## src/rtl/pack_bit_framer.sv

```systemverilog
// Serial framer: reads a buffered packet bit by bit, prepends a fixed preamble and
// emits one bit per symbol strobe. Define PACK_FRAMER_SCRAMBLE_EN to PRBS15-scramble payload bits.
module pack_bit_framer #(
    parameter int                         SIZE_BIT_PACK    = 1976,
    parameter int                         SIZE_ADDR_OUTPUT = $clog2(SIZE_BIT_PACK),
    parameter int                         SISE_PREAMBLE    = 32,
    parameter logic [SISE_PREAMBLE-1:0]   PREAMBLE_WORD    = 32'h1ACF_FC1D,
    parameter logic                       IDLE_BIT         = 1'b0
) (
    input  logic                          i_clk,
    input  logic                          i_reset_n,
    input  logic                          i_pack_ready,
    output logic [SIZE_ADDR_OUTPUT:0]     o_addr_pack_out,
    input  logic                          i_pack_bit,
    input  logic                          i_strobe,
    output logic                          o_bit,
    output logic                          o_valid,
    output logic                          o_sof,
    output logic                          o_pack_done
);

    localparam int AW = SIZE_ADDR_OUTPUT + 1;
    localparam int IW = (SISE_PREAMBLE > 1) ? $clog2(SISE_PREAMBLE) : 1;
    localparam int PW = $clog2(SISE_PREAMBLE) + 1;

    localparam logic [AW-1:0] LAST_ADDR    = AW'(SIZE_BIT_PACK - 1);
    localparam logic [PW-1:0] PRE_LAST_CNT = PW'(SISE_PREAMBLE - 1);
    localparam logic [IW-1:0] PRE_MSB_IDX  = IW'(SISE_PREAMBLE - 1);

    typedef enum logic [1:0] {
        IDLE = 2'd0,
        PRE  = 2'd1,
        PAY  = 2'd2
    } state_t;

    state_t          state_q, state_d;
    logic [AW-1:0]   addr_q, addr_d;
    logic [PW-1:0]   pre_cnt_q, pre_cnt_d;
    logic            bit_q, bit_d;
    logic            valid_q, valid_d;
    logic            sof_q, sof_d;
    logic            done_q, done_d;
    logic [IW-1:0]   pre_idx;
    logic            pay_bit;

    assign pre_idx = PRE_MSB_IDX - pre_cnt_q[IW-1:0];

`ifdef PACK_FRAMER_SCRAMBLE_EN
    localparam logic [14:0] SCR_SEED = 15'h6000;

    logic [14:0] scr_q, scr_d, scr_cur;
    logic        scr_f;

    // Address 0 marks the first payload bit, so the seed is applied combinationally there.
    always_comb begin
        scr_cur = (addr_q == '0) ? SCR_SEED : scr_q;
        scr_f   = scr_cur[14] ^ scr_cur[13];
        pay_bit = i_pack_bit ^ scr_f;
        scr_d   = scr_q;
        if ((state_q == PAY) && i_strobe) begin
            scr_d = {scr_cur[13:0], scr_f};
        end
    end

    always_ff @(posedge i_clk or negedge i_reset_n) begin
        if (!i_reset_n) begin
            scr_q <= SCR_SEED;
        end else begin
            scr_q <= scr_d;
        end
    end
`else
    assign pay_bit = i_pack_bit;
`endif

    always_comb begin
        state_d   = state_q;
        addr_d    = addr_q;
        pre_cnt_d = pre_cnt_q;
        bit_d     = bit_q;
        valid_d   = valid_q;
        sof_d     = 1'b0;
        done_d    = 1'b0;

        if (i_strobe) begin
            unique case (state_q)
                IDLE: begin
                    if (i_pack_ready) begin
                        bit_d     = PREAMBLE_WORD[SISE_PREAMBLE-1];
                        valid_d   = 1'b1;
                        sof_d     = 1'b1;
                        pre_cnt_d = PW'(1);
                        state_d   = PRE;
                    end else begin
                        bit_d   = IDLE_BIT;
                        valid_d = 1'b0;
                    end
                end
                PRE: begin
                    // A zero count here only happens on a back-to-back frame start.
                    bit_d   = PREAMBLE_WORD[pre_idx];
                    valid_d = 1'b1;
                    sof_d   = (pre_cnt_q == '0);
                    if (pre_cnt_q == PRE_LAST_CNT) begin
                        pre_cnt_d = '0;
                        state_d   = PAY;
                    end else begin
                        pre_cnt_d = pre_cnt_q + PW'(1);
                    end
                end
                PAY: begin
                    bit_d   = pay_bit;
                    valid_d = 1'b1;
                    if (addr_q == LAST_ADDR) begin
                        addr_d  = '0;
                        done_d  = 1'b1;
                        state_d = i_pack_ready ? PRE : IDLE;
                    end else begin
                        addr_d = addr_q + AW'(1);
                    end
                end
                default: begin
                    state_d = IDLE;
                end
            endcase
        end
    end

    always_ff @(posedge i_clk or negedge i_reset_n) begin
        if (!i_reset_n) begin
            state_q   <= IDLE;
            addr_q    <= '0;
            pre_cnt_q <= '0;
            bit_q     <= IDLE_BIT;
            valid_q   <= 1'b0;
            sof_q     <= 1'b0;
            done_q    <= 1'b0;
        end else begin
            state_q   <= state_d;
            addr_q    <= addr_d;
            pre_cnt_q <= pre_cnt_d;
            bit_q     <= bit_d;
            valid_q   <= valid_d;
            sof_q     <= sof_d;
            done_q    <= done_d;
        end
    end

    assign o_addr_pack_out = addr_q;
    assign o_bit           = bit_q;
    assign o_valid         = valid_q;
    assign o_sof           = sof_q;
    assign o_pack_done     = done_q;

endmodule

```

## config.mk

```make
export PLATFORM = sky130hd
export DESIGN_NAME = pack_bit_framer
export DESIGN_NICKNAME = d
export VERILOG_FILES = /design/src/rtl/pack_bit_framer.sv
export SDC_FILE = /design/constraint.sdc
export NUM_CORES = 1
export LEC_CHECK = 0
export BUFFER_PORTS_ARGS = -buffer_cell sky130_fd_sc_hd__buf_2
export CAP_MARGIN = 20
export CORE_ASPECT_RATIO = 0.75
export CORE_MARGIN = 3
export CORE_UTILIZATION = 55
export DETAILED_ROUTE_END_ITERATION = 10
export PLACE_DENSITY_LB_ADDON = 0.3
export SYNTH_ARGS = -nofsm -noshare
export SYNTH_HDL_FRONTEND = slang
export SYNTH_SLANG_ARGS = --single-unit
```

## constraint.sdc

```tcl
create_clock -name i_clk -period 5.68 [get_ports i_clk]
set_clock_uncertainty 0.2 [all_clocks]
set_input_delay 0.568 -clock i_clk [delete_from_list [all_inputs] [get_ports i_clk]]
set_output_delay 0.568 -clock i_clk [all_outputs]
set_load 0.01 [all_outputs]
```

* Word-level counts from Yosys, hierarchy flattened
Memory sizes are Yosys's and may differ from the RTL's.
Index checks and enable logic that the tools add are counted.
Widths: inputs -> output; s select.
** Operators by class
- Muxes and demuxes :: 18
- Add/sub/neg operators :: 3
- $lt $le $gt $ge :: 1
- Equal/unequal tests :: 7
- Reduce and logical (&&, ||, !) cells :: 11
** Operator list (count)
- $add 12x1->12 const B :: 1
- $eq 12x11->1 const B :: 1
- $mux 12 :: 1
- $mux 6 :: 2
- $pmux 6 s2 :: 1
- $mux 1 :: 7
- $add 6x1->6 const B :: 1
- $eq 6x5->1 const B :: 1
- $logic_not 6->1 :: 1
- $lt 5x6->1 const B :: 1
- $mux 2 :: 3
- $ne 2x2->1 const B :: 3
- $pmux 2 s3 :: 1
- $reduce_and 2->1 :: 3
- $sub 5x5->5 const A :: 1
- $pmux 1 s2 :: 2
- $reduce_and 4->1 :: 1
- $reduce_bool 2->1 :: 2
- $pmux 1 s3 :: 1
- $reduce_and 3->1 :: 1
- $reduce_bool 3->1 :: 1
- $eq 2x1->1 const B :: 1
- $eq 2x2->1 const B :: 1
- $logic_not 2->1 :: 1
- $reduce_or 2->1 :: 1
** Storage, ports and cells
- Word-level logic and storage cells :: 48
- Bits of input ports :: 5
- Memories :: 1
- Flip-flop bits (word level) :: 24
- Output and inout port bits :: 16
- Bits in read-only memories :: 32
** Memory list
- (name not given) :: depth 32, bits a word 1, read ports 1, clocked after Yosys merged registers in 0, write ports 0, line 101 : bit_d = PREAMBLE_WORD[pre_idx];

* Logic depth before layout (Yosys ltp)
Gate-level depths: netlist (run 1).
- Depth after elaboration :: 4
- Gate-level depth with buffers :: 7
- Gate-level depth less buffers :: 6

* Least setup slack after synthesis (run 1)
Ideal clock, no wire load.
- Path type :: reg2reg
- Start :: register state_q[0]
- End :: register addr_q[8], in the netlist o_addr_pack_out[8]
- Path slack :: 3743 ps
- Data required time :: 5359 ps
- Period minus slack after synthesis :: 1937 ps
- Buffers on the path :: 0
- Arrival :: 1616 ps
- Cell stages (with the launch flop) :: 7
- Path through :: dfrtp_1 > inv_1 > ha_1 > nand2_1 > nor4_4 > nor2_2 > o22a_1
** On the way
- Word-level cells in the longest chain between the ends :: 2
** RTL lines
- start, declared :: line 36 : state_t state_q, state_d;
- start signal, assigned :: line 139 : state_q <= state_d;
- $eq 2x2->1 :: line 86 : unique case (state_q)
- $reduce_and 2->1 (no line)
- end signal, assigned :: line 140 : addr_q <= addr_d;
- end, declared :: line 37 : logic [AW-1:0] addr_q, addr_d;
No other way between the ends.
A chain may end at the register's enable or synchronous reset.

* Worst setup path after layout (run 1)
Same ends and word-level chain as after synthesis.

==> results.py, run 1 <==
metrics = {
    "finish": {
        "diodes": 0,
        "instances_no_fill": 195,
        "fin_util_pct": 66.2,
        "regArea_um2": 601,
        "drive_gt1_share_pct": 21.1,
        "fillers": 195,
        "multiInputGateArea_um2": 747,
        "syn_to_final_growth_pct": 11.4,
        "nets": 174,
    },
    "global_route": {
        "grt_pass1_vias": 1062,
        "grt_antenna_before_repair": 0,
        "grt_max_degree": 25,
        "grt_use_total_pct": 21.4,
        "grt_overflow": 0,
        "grt_pass1_wl_um": 5180,
    },
    "yosys": {
        "ys_ff_latch": 24,
        "async_flop_share_pct": 100,
        "syn_nets": 153,
        "ys.flop_type": "dfrtp_1",
        "synth_cells": 141,
        "yosysTopAreaCellShare_pct": 43.1,
        "syn_area_um2": 1390,
        "synth_area_leader_cell": "dfrtp_1",
        "ys_warn_count": 0,
        "synth_edf_count": 0,
        "ys_types": 46,
        "syn_avg_cell_area_um2": 9.89,
        "ys_seq_area_share_pct": 43.1,
        "synth.area.top_cells": "dfrtp_1, ha_1, xnor2_1, a21oi_1, nand3_1",
    },
    "route": {
        "drt-vias-per-instance": 5.85,
        "drc": 0,
        "ant_nets": 0,
        "wl_per_cell_um": 15.2,
        "drt_iter0_drc": 98,
        "drt_wl_total_um": 2970,
        "dr_total_vias": 1140,
        "drtPass1Iterations": 4,
    },
    "placement": {
        "dpl.hpwl_um": 2180,
        "place_congestion": 0.846,
        "place_inst": 191,
        "portBuffers": 20,
    },
    "clock_network": {
        "cts_buffers": 3,
        "clk_pin_slew_worst_paths_ns": 0.13,
        "clock_latency_ns": 0.32,
        "cts_resized": 0,
        "ctsHtreeMaxLevel": 1,
        "hold_buffers": 0,
        "postCtsSetupRepairBufs": 0,
        "cts_tree": "built",
        "root_buffer": "clkbuf_4",
        "cts_max_path_buffers": 2,
        "clkSinkCount": 24,
    },
    "worst_setup_path": {
        "crit_arrival_ns": 2.20,
        "r2r_slack_ns": 3.51,
        "r2r_cells": 6,
        "cp.required_ns": 5.71,
        "critPathSlowestCell": "nor4_4",
        "cp-end-kind": "flop",
        "crit_type": "reg2reg",
        "critPathMaxStageDelay_ns": 0.54,
        "worstSetupStartpointType": "flop",
        "worstPathCellList": "inv_1 -> ha_1 -> nand2_1 -> nor4_4 -> nor2_2 -> o22a_1",
        "worst-path-max-fanout": 8,
    },
    "sta": {
        "period_share_pct": 38.1,
        "min_period_ns": 2.17,
        "hold_ws_ns": -0.00170,
        "slew_viol_final": 0,
        "finalSetupTns_ns": 0,
        "rsz0062_at_grt": "no",
        "max_slew_margin_pct": 64.3,
        "setup_viol": 0,
        "hold_viol": 5,
        "worstMarginPinSlew_ns": 0.535,
        "clock.fmax_ghz": 0.462,
    },
    "run": {
        "cap_violations": 0,
    },
    "floorplanning": {
        "die_w_um": 64.1,
        "num_io_pins": 21,
        "initial_core_util_pct": 59.4,
        "rows": 15,
        "die_area_um2": 3180,
        "die_y_um": 49.6,
        "core-area_um2": 2350,
    },
    "run_status": {
        "outcome": "complete, but fails checks",
        "failed_checks": "negative hold slack",
    },
    "min_path": {
        "hold_path.class": "in2async",
    },
    "power": {
        "powerDensity_nw_per_um2": 373,
        "p_leak_nw": 0.742,
        "vdd_ir_drop_max_v": 0.000196,
    },
}
[kinds of logic after synthesis]
group / Yosys count / share of synthesized area [%]
compound gates: 32 / 16.8
xor+xnor: 8 / 5.03
simple gates: 57 / 23.7
flops: 24 / 43.1
fa+ha+maj: 7 / 6.28
buf+inv: 11 / 3.32
mux: 2 / 1.80
[worst paths after layout]
kind / start / end
min in group i_clk: o_valid$_DFFE_PN0P_ / o_valid$_DFFE_PN0P_
hold reg to reg: o_valid$_DFFE_PN0P_ / o_valid$_DFFE_PN0P_
setup / recovery: state_q[0]$_DFFE_PN0P_ / o_addr_pack_out[8]$_DFFE_PN0P_
max in group asynchronous: i_reset_n / o_addr_pack_out[2]$_DFFE_PN0P_
hold / removal: i_reset_n / o_addr_pack_out[9]$_DFFE_PN0P_
setup reg to reg: state_q[0]$_DFFE_PN0P_ / o_addr_pack_out[8]$_DFFE_PN0P_
[sequential cells by signal (all words and copies together), names as in the netlist]
register and cells:
o_bit 1, o_sof 1, pre_cnt_q 6, state_q 2, o_pack_done 1, o_addr_pack_out 12
o_valid 1
[report_power, final]
group | switching [W] | leakage (nW) | total (W) | internal (W)
sequential | 0.0000566 | 0.314 | 0.000264 | 0.000208
combinational | 0.000120 | 0.407 | 0.000224 | 0.000104
clock | 0.0000524 | 0.0210 | 0.0000917 | 0.0000393
[worst max-delay path: cells and delay by family (launching register included)]
family | cells | cell delay [ns]
simple gates | 3 | 0.83
flops | 1 | 0.44
fa+ha+maj | 1 | 0.33
compound gates | 1 | 0.18
buf+inv | 1 | 0.10
[layer usage]
metal  global-route usage, %  vias up  part of all wire (%)
met5                       0        -                     0
met4                    5.96        0                  0.88
met3                    6.38        4                   6.1
met2                    30.4       37                    44
met1                    31.4      550                    49
li1                        -      549                     -
[cell usage in the layout, fill, tap and decap left out, types with 2 or more instances in the layout]
cell | synthesis | layout
xnor2_1 | 6 | 6
a22o_1 | 2 | 2
nor4_1 | 3 | 3
nor2_1 | 12 | 12
nand3_1 | 9 | 9
o21ai_0 | 5 | 5
xor2_1 | 2 | 2
dfrtp_1 | 24 | 24
ha_1 | 7 | 7
a31oi_1 | 2 | 2
nor3_1 | 6 | 6
nand2_1 | 10 | 10
inv_1 | 7 | 7
nor2b_1 | 3 | 3
buf_2 | 1 | 20
o2bb2ai_1 | 2 | 2
a21oi_1 | 9 | 9
clkbuf_4 | 1 | 3
nand2b_1 | 2 | 2
[synth_stat cells (all sizes together), types with 3 or more instances]
| library cell | number |
|---|---|
| clkbuf | 3 |
| nor3 | 6 |
| ha | 7 |
| nor2b | 3 |
| xnor2 | 6 |
| dfrtp | 24 |
| nand4 | 3 |
| nor2 | 13 |
| nor4 | 4 |
| nand3 | 9 |
| a21oi | 9 |
| o21ai | 6 |
| nand2 | 10 |
| inv | 7 |
[final cells by class]
cell class	count	area share [%]
Inverter	7	1.69
Clock buffer	4	2.34
Tap cell	34	2.74
Timing Repair Buffer	20	6.45
Sequential cell	24	38.7
Multi-Input combinational cell	106	48.1
[stage by stage]
step / hold WS, ns / setup slack [ns] / cell area [um2] / total power, W
6_report: -0.00170 / 3.51 / 1550 / 0.000580
5_1_grt: 0.0212 / 3.35 / 1550 / 0.000631
4_1_cts: 0.0152 / 3.51 / 1550 / 0.000579
3_5_place_dp: 0.273 / 3.55 / 1520 / 0.000487
3_3_place_gp: 0.263 / 3.64 / 1520 / 0.000472
2_1_floorplan: 0.0724 / 3.74 / 1390 / 0.000427
Power figures use the tool's default switching activity.
==> inputs of run 2 (changes only) <==
==> constraint.sdc (replaced) <==
create_clock -name i_clk -period 2.2 [get_ports i_clk]
set_clock_uncertainty 0.2 [all_clocks]
set_input_delay 0.22 -clock i_clk [delete_from_list [all_inputs] [get_ports i_clk]]
set_output_delay 0.22 -clock i_clk [all_outputs]
set_load 0.01 [all_outputs]
==> results.py, run 2 (synthesized netlist as in run 1, its figures left out) <==
metrics = {
    "worst_setup_path": {
        "worst-path-max-fanout": 7,
        "cp-end-kind": "flop",
        "crit_buf_inv": 2,
        "worstSetupStartpointType": "flop",
        "crit_arrival_ns": 2.11,
        "critPathSlowestCell": "dfrtp_1",
        "critPathMaxStageDelay_ns": 0.44,
        "rr_startpoint": "state_q[0]$_DFFE_PN0P_",
        "crit_type": "reg2reg",
        "cp.required_ns": 2.25,
        "crit_family": "simple AND/OR/NAND/NOR gates",
        "startpoint": "state_q[0]$_DFFE_PN0P_",
        "worstPathCellList": "inv_1 -> ha_1 -> nand2_1 -> nor4_4 -> buf_4 -> nor2_1",
    },
    "placement": {
        "place_congestion": 0.861,
        "portBuffers": 20,
        "dpl.hpwl_um": 2180,
        "placed_cell_area_um2": 1520,
    },
    "finish": {
        "final_common_cell": "dfrtp_1",
        "fin_util_pct": 69.4,
        "nets": 179,
        "syn_to_final_growth_pct": 16.8,
        "multiInputGateArea_um2": 758,
        "largest_reg_flops": 12,
        "final_cell_mix": "dfrtp_1, buf_2, nor2_1",
        "drive_gt1_share_pct": 22.3,
        "regArea_um2": 601,
        "diodes": 0,
        "fillers": 170,
        "fin_area_um2": 1630,
    },
    "route": {
        "dr_total_vias": 1201,
        "drt_wl_total_um": 3070,
        "drc": 0,
        "wl_per_cell_um": 15.3,
        "ant_nets": 0,
        "drtPass1Iterations": 4,
        "drt-vias-per-instance": 6.01,
        "drt_iter0_drc": 91,
    },
    "sta": {
        "hold_viol": 0,
        "min_period_ns": 2.06,
        "slew_viol_final": 0,
        "worstMarginPinSlew_ns": 0.550,
        "rsz0062_at_grt": "no",
        "period_share_pct": 93.6,
        "setup_viol": 0,
        "clock.fmax_ghz": 0.486,
        "hold_ws_ns": 0.0589,
        "finalSetupTns_ns": 0,
        "max_slew_margin_pct": 63.4,
    },
    "floorplanning": {
        "die_w_um": 64.1,
        "die_area_um2": 3180,
        "core-area_um2": 2350,
        "rows": 15,
        "initial_core_util_pct": 59.4,
        "die_y_um": 49.6,
        "num_io_pins": 21,
    },
    "global_route": {
        "grt_overflow": 0,
        "grt_use_total_pct": 21.4,
        "grt_pass1_vias": 1102,
        "grt_pass1_wl_um": 5380,
        "grt_antenna_before_repair": 0,
        "grt_max_degree": 25,
    },
    "clock_network": {
        "ctsHtreeMaxLevel": 1,
        "clock_latency_ns": 0.34,
        "root_buffer": "clkbuf_4",
        "postCtsSetupRepairBufs": 0,
        "cts_tree": "built",
        "clk_pin_slew_worst_paths_ns": 0.15,
        "cts_buffers": 3,
        "cts_max_path_buffers": 2,
        "clkSinkCount": 24,
    },
    "power": {
        "powerDensity_nw_per_um2": 980,
        "vdd_ir_drop_max_v": 0.000626,
        "p_leak_nw": 0.774,
        "power.internal_w": 0.000998,
        "combinationalPowerShare_pct": 37.0,
        "clockPowerShare_pct": 20.5,
        "p_sw_w": 0.000597,
        "switching_share_pct": 37.4,
        "seqPwrFrac_pct": 42.5,
    },
    "run_status": {
        "outcome": "complete, no violations",
    },
    "min_path": {
        "hold_path.class": "in2reg",
        "hp-start": "i_strobe",
    },
    "run": {
        "cap_violations": 0,
    },
}
run 2: cell count changes in the layout (fill, tap and decap cells not counted), sizes merged:
cell and delta:
clkbuf -1, buf +1, bufinv +1, dlygate4sd3 +4
run 2: cell type report:
type	count	share of cell area, %
timing repair buffer	25	9.07
tap	34	2.61
clock inverter	1	1.84
multi-input combinational	106	46.6
sequential	24	36.9
inverter	7	1.61
clock buffer	3	1.38
run 2: metal layers:
layer  up-vias  track usage, %  share of wire [%]
li1        563               -                  -
met1       579            31.3                 45
met2        54            32.1                 46
met3         5            5.01                8.2
met4         0            5.26                1.0
met5         -               0                  0
run 2: stage by stage:
stage | power [W] | worst slack, ns | std cells
2_1_floorplan | 0.00110 | 0.263 | 141
3_3_place_gp | 0.00122 | 0.194 | 192
3_5_place_dp | 0.00125 | 0.143 | 192
4_1_cts | 0.00159 | 0.151 | 200
5_1_grt | 0.00172 | 0.0199 | 200
6_report | 0.00160 | 0.141 | 200
run 2: repair_timing:
item,CTS,global route
hold buffers,4,0
resized for setup,0,2
endpoints found under the hold margin,26,0
endpoints found under the setup margin,0,1
run 2: path summary, 6_finish.rpt:
check | slack, ns | end | depth (start not counted)
worst max-delay path | 0.14 | o_addr_pack_out[5]$_DFFE_PN0P_ | 6
worst min-delay path | 0.06 | o_addr_pack_out[1]$_DFFE_PN0P_ | 3
worst max register to register | 0.14 | o_addr_pack_out[5]$_DFFE_PN0P_ | 6
worst min register to register | 0.30 | o_valid$_DFFE_PN0P_ | 2
max in group asynchronous | 1.24 | pre_cnt_q[2]$_DFFE_PN0P_ | 2
min in group asynchronous | 0.17 | o_pack_done$_DFF_PN0_ | 2
run 2: power by group through the flow:
stage | clock (W) | sequential [W] | combinational, W
after floorplan | 0 | 0.000635 | 0.000469
after global placement | 0 | 0.000675 | 0.000546
after detailed placement | 0 | 0.000681 | 0.000569
after CTS | 0.000332 | 0.000672 | 0.000591
after global routing | 0.000348 | 0.000701 | 0.000673
final | 0.000327 | 0.000677 | 0.000591
run 2: tightest hold or removal path, cell delays in order:
cell	delay, ns
buf_2	0.15
nand3_1	0.09
o21ai_0	0.08
